**src/rtl/rv32i_wb_stage.sv**
```systemverilog
// Writeback stage of the RV32I pipeline: aligns the memory-stage source select with
// synchronous read data, formats loads, drives the register-file write port and forwarding taps.
module rv32i_wb_stage #(
    parameter int INSTRET_W = 64
) (
    input  logic                 clk,
    input  logic                 reset,
    input  logic [31:0]          pc_in,
    input  logic [31:0]          iw_in,
    input  logic [31:0]          alu_in,
    input  logic                 wb_en_in,
    input  logic [4:0]           wb_reg_in,
    input  logic [1:0]           src_sel_in,
    input  logic [31:0]          memif_rdata_in,
    input  logic [31:0]          io_rdata_in,
    output logic                 regif_wb_enable,
    output logic [4:0]           regif_wb_reg,
    output logic [31:0]          regif_wb_data,
    output logic                 df_wb_enable,
    output logic [4:0]           df_wb_reg,
    output logic [31:0]          df_wb_data,
    output logic                 df_wbd_enable,
    output logic [4:0]           df_wbd_reg,
    output logic [31:0]          df_wbd_data,
    output logic [INSTRET_W-1:0] instret
);

    logic [1:0]           src_sel_r;
    logic                 wbd_enable_r;
    logic [4:0]           wbd_reg_r;
    logic [31:0]          wbd_data_r;
    logic [INSTRET_W-1:0] instret_r;

    logic                 is_load_s;
    logic [31:0]          raw_s;
    logic [7:0]           byte_s;
    logic [15:0]          half_s;
    logic [31:0]          load_s;
    logic [31:0]          wb_data_s;
    logic                 wb_enable_s;
    logic                 unused_s;

    // PC and the non-funct3 instruction fields play no part in writeback.
    assign unused_s = ^{pc_in, iw_in[31:15], iw_in[11:7]};

    // Source select arrives one cycle ahead of the read data it describes.
    always_ff @(posedge clk) begin
        if (reset) begin
            src_sel_r <= 2'd2;
        end else begin
            src_sel_r <= src_sel_in;
        end
    end

    // Load source selection and byte/half extraction with sign or zero extension.
    always_comb begin
        is_load_s = (iw_in[6:0] == 7'b0000011);
        case (src_sel_r)
            2'd0:    raw_s = memif_rdata_in;
            2'd1:    raw_s = io_rdata_in;
            default: raw_s = alu_in;
        endcase
        case (alu_in[1:0])
            2'd0:    byte_s = raw_s[7:0];
            2'd1:    byte_s = raw_s[15:8];
            2'd2:    byte_s = raw_s[23:16];
            default: byte_s = raw_s[31:24];
        endcase
        if (alu_in[1]) begin
            half_s = raw_s[31:16];
        end else begin
            half_s = raw_s[15:0];
        end
        case (iw_in[14:12])
            3'b000:  load_s = {{24{byte_s[7]}}, byte_s};
            3'b100:  load_s = {24'd0, byte_s};
            3'b001:  load_s = {{16{half_s[15]}}, half_s};
            3'b101:  load_s = {16'd0, half_s};
            default: load_s = raw_s;
        endcase
        if (is_load_s) begin
            wb_data_s = load_s;
        end else begin
            wb_data_s = alu_in;
        end
    end

    // x0 is hardwired to zero, so writes to it are suppressed here.
    assign wb_enable_s     = !reset && wb_en_in && (wb_reg_in != 5'd0);

    assign regif_wb_enable = wb_enable_s;
    assign regif_wb_reg    = wb_reg_in;
    assign regif_wb_data   = wb_data_s;
    assign df_wb_enable    = wb_enable_s;
    assign df_wb_reg       = wb_reg_in;
    assign df_wb_data      = wb_data_s;

    // Delayed forwarding tap covers the register-file write-then-read cycle.
    always_ff @(posedge clk) begin
        if (reset) begin
            wbd_enable_r <= 1'b0;
            wbd_reg_r    <= 5'd0;
            wbd_data_r   <= 32'd0;
        end else begin
            wbd_enable_r <= wb_enable_s;
            wbd_reg_r    <= wb_reg_in;
            wbd_data_r   <= wb_data_s;
        end
    end

    // Retired-instruction counter; bubbles (all-zero word) do not retire.
    always_ff @(posedge clk) begin
        if (reset) begin
            instret_r <= '0;
        end else if (iw_in != 32'd0) begin
            instret_r <= instret_r + INSTRET_W'(1);
        end else begin
            instret_r <= instret_r;
        end
    end

    assign df_wbd_enable = wbd_enable_r;
    assign df_wbd_reg    = wbd_reg_r;
    assign df_wbd_data   = wbd_data_r;
    assign instret       = instret_r;

endmodule
```
**config.mk**
```make
export PLATFORM = sky130hd
export DESIGN_NAME = rv32i_wb_stage
export DESIGN_NICKNAME = d
export VERILOG_FILES = /design/src/rtl/rv32i_wb_stage.sv
export SDC_FILE = /design/constraint.sdc
export NUM_CORES = 1
export LEC_CHECK = 0
export CAP_MARGIN = 20
export CORE_AREA = 2 2 134 136
export CTS_CLUSTER_DIAMETER = 120
export DETAILED_ROUTE_END_ITERATION = 7
export DIE_AREA = 0 0 136 138
export GPL_TIMING_DRIVEN = 0
export PLACE_DENSITY = 0.8
export SYNTH_ARGS = -nofsm -noshare
export SYNTH_HDL_FRONTEND = slang
export SYNTH_SLANG_ARGS = --single-unit
```
**constraint.sdc**
```tcl
create_clock -name clk -period 4.8 [get_ports clk]
set_input_delay 0.72 -clock clk [delete_from_list [all_inputs] [get_ports clk]]
set_output_delay 0.72 -clock clk [all_outputs]
set_load 0.005 [all_outputs]
```
==> results_dict.tcl, run 1 <==
set metrics [dict create \
    post_cts_buffers 0 \
    worstMarginPinSlew_ns 0.815 \
    ys_seq_area_frac 0.323 \
    hold_class "reg2reg" \
    crit_start "alu_in[1]" \
    rsz0062_at_grt "false" \
    critPathKind "in2out" \
    dpl.cell_count 1332 \
    place_hpwl_mm 21.0 \
    track_usage 0.278 \
    root_buffer "clkbuf_16" \
    synth_edf_count 0 \
    power_density_mw_per_mm2 204 \
    h-tree-depth 3 \
    worstPathArrival_ns 3.85 \
    num_vias 7687 \
    io_buffers 314 \
    final.setup_skew_ns 0.0103 \
    relSlewSlack 0.452 \
    fin_nets 1285 \
    grt_max_degree 19 \
    ff2ff_path_depth 6 \
    synth_fp_nets 960 \
    synth_cell_types 64 \
    crit_end "regif_wb_data[25]" \
    grt_pass1_vias 7367 \
    r2r_setup_slack_ns 2.07 \
    rows 49 \
    place.gp.congestion 0.913 \
    path_cells "clkdlybuf4s50_1, inv_2, mux4_2, a211oi_2, buf_2, a21oi_1, buf_4, clkdlybuf4s50_1" \
    insertion_delay_ns 0.36 \
    hold_ws_ns 0.502 \
    finalHoldViolCount 0 \
    avgViaCountPerCell 5.70 \
    p_total_mw 2.08 \
    slew_violations 0 \
    rr_startpoint "instret[9]$_SDFFE_PP0P_" \
    path_depth 8 \
    ys_ff_latch 104 \
    final_core_util 0.580 \
    core_area_mm2 0.0175 \
    p_leak_nw 3.40 \
    start_kind "input pin" \
    drive_above_1_share 0.116 \
    crit_family "buffers and inverters" \
    clock_sink_count 104 \
    final.min_clock_period_ns 4.57 \
    die_x_um 136 \
    syn-cell-area_mm2 0.00645 \
    clkTransAtPathRegs_ns 0.07 \
    routed_wl_mm 26.6 \
    worst_slack_ns 0.230 \
    r2r_end "instret[47]$_SDFFE_PP0P_" \
    finalCritPeriodShare 0.952 \
    syn_area_per_cell_um2 8.18 \
    cts_tree "yes" \
    path_max_fanout 10 \
    largest_register_ffs 64 \
    timing.fmax_mhz 219 \
    peakVddDrop_uv 166 \
    antenna_found_initial 0 \
    syn_inst 789 \
    grt_pass1_wl_mm 40.5 \
    setup_viol 0 \
    cts_made_buffers 9 \
    n_antenna_cell 0 \
    status "complete, no violations" \
    place_ws_ns -0.0249 \
    place_area_mm2 0.00988 \
    gr-total-overflow 0 \
    synthToLayoutAreaGrowth_pct 57.6 \
    finalInstanceArea_mm2 0.0102 \
    synth-async-reset-ratio 0 \
    p_sw_mw 0.559 \
    ys.flop_type "dfxtp_1" \
    slowest_stage "mux4_2" \
    min-delay-start "instret[62]$_SDFFE_PP0P_" \
    required_ns 4.08 \
    drv_cap 0 \
    nFillCells 1644 \
    dr.pass1.iters 7 \
    ctsHoldBuffers 0 \
    die_y_um 138 \
    wl_per_cell_um 19.7 \
    critPathMaxStageDelay_ns 0.60 \
    final_cell_count_no_fill 1348 \
    crit_top_cell "clkdlybuf4s50_1" \
    io-pin-count 348 \
    p_comb_frac 0.222 \
    yosys_warnings 0 \
    switching_share 0.269 \
    clkPwrFrac 0.349 \
    drt_iter0_drc 522 \
    die-area_mm2 0.0188 \
    power_frac_seq 0.429 \
    start_util 0.368 \
    drc 0 \
    crit_buf_inv 5 \
    end_kind "output port" \
    p_int_mw 1.52 \
    setup-tns-final_ns 0 \
    antenna_left 0 \
    clockBufferDepth 2 \
]
[layout by cell type (no fill, tap or decap), types with 8 or more instances in the layout]
cell type	n
or3_1	13
nor3_1	16
nand4_1	29
nand2b_1	11
nand3_1	27
clkbuf_16	9
clkdlybuf4s50_1	314
o31ai_1	35
mux2i_1	16
inv_1	15
o21ai_0	33
clkbuf_1	30
buf_4	46
o211ai_1	10
nor2_1	53
nor4_1	10
a21oi_1	80
o21a_1	10
mux2_2	22
buf_2	14
or4_1	36
a211oi_1	24
nand2_1	67
dfxtp_1	104
mux4_2	8
[power groups by stage]
stage	registers [mW]	clock network [mW]	logic, mW
finish	0.892	0.725	0.461
global route	0.893	0.781	0.489
CTS	0.892	0.744	0.461
detailed placement	0.912	0	0.457
global placement	0.911	0	0.455
floorplan	0.913	0	0.171
[worst min path at each step]
stage,endpoint,slack (ns),cells past startpoint
after floorplan,instret[63]$_SDFFE_PP0P_,0.47,2
after global placement,instret[46]$_SDFFE_PP0P_,0.48,2
after detailed placement,instret[46]$_SDFFE_PP0P_,0.49,2
after CTS,instret[46]$_SDFFE_PP0P_,0.51,2
after global routing,instret[63]$_SDFFE_PP0P_,0.53,2
final,instret[62]$_SDFFE_PP0P_,0.50,2
[worst reg2reg max path, stage by stage, from the launching register on]
cell	delay, ns
dfxtp_1	0.49
nand4_1	0.31
nor4_2	0.60
nand4_1	0.41
clkbuf_1	0.35
or3_1	0.37
a21oi_1	0.14
[Yosys cell counts, drive strengths merged, types with 3 or more instances]
master  instances  area (um^2)
dfxtp         104         2080
a21oi          80          400
nand2          67          251
buf            61          427
nor2           53          199
o31ai          37          297
or4            37          282
o21ai          33          165
clkbuf         30          113
nand4          30          194
nand3          27          135
a211oi         26          200
mux2           22          248
inv            17         63.8
nor3           17         96.4
mux2i          16          160
or3            16          108
nor4           12         96.3
nand2b         11         68.8
o211ai         10         75.1
o21a           10         75.1
mux4            8          180
nor2b           7         43.8
o32ai           6         52.6
and3            5         31.3
and4            5         45.0
nor4b           4         35.0
xor2            4         35.0
nand3b          3         22.5
o311a           3         30.0
o41ai           3         26.3
or2             3         18.8
[metal layers]
layer | GRT usage | up-vias | part of all wire
li1 | - | 3618 | -
met1 | 0.310 | 3600 | 0.36
met2 | 0.492 | 412 | 0.51
met3 | 0.0766 | 57 | 0.094
met4 | 0.112 | 0 | 0.040
met5 | 0 | - | 0
[layout make-up]
class,count,area [um^2],area share
Clock buffer,10,229,0.0225
Tap cell,229,287,0.0282
Multi-Input combinational cell,577,3780,0.371
Clock inverter,6,48.8,0.00480
Timing Repair Buffer,314,3140,0.309
Inverter,17,63.8,0.00627
Sequential cell,104,2080,0.205
Buffer,91,541,0.0531
[timing repair]
item	4_1_cts	5_1_grt
resized for setup	2	2
endpoints found under the setup margin	5	1
hold endpoints to repair	0	0
[logic make-up (layout without fill, tap and decap cells)]
group	after synthesis	in the layout	share of synthesized area
buffers and inverters	108	438	0.0935
flip-flops	104	104	0.323
multiplexers	46	46	0.0911
AO/OA/AOI/OAI	220	220	0.222
AND/OR/NAND/NOR	304	304	0.261
XOR/XNOR	6	6	0.00814
adder cells (fa/ha/maj)	1	1	0.00194
Power figures use the tool's default switching activity.
==> run 2: changes to the inputs <==
CTS_CLUSTER_SIZE = 12   (was default)
==> results of run 2 <==
No change in the layout: final DEF, timing and power equal those of run 1.
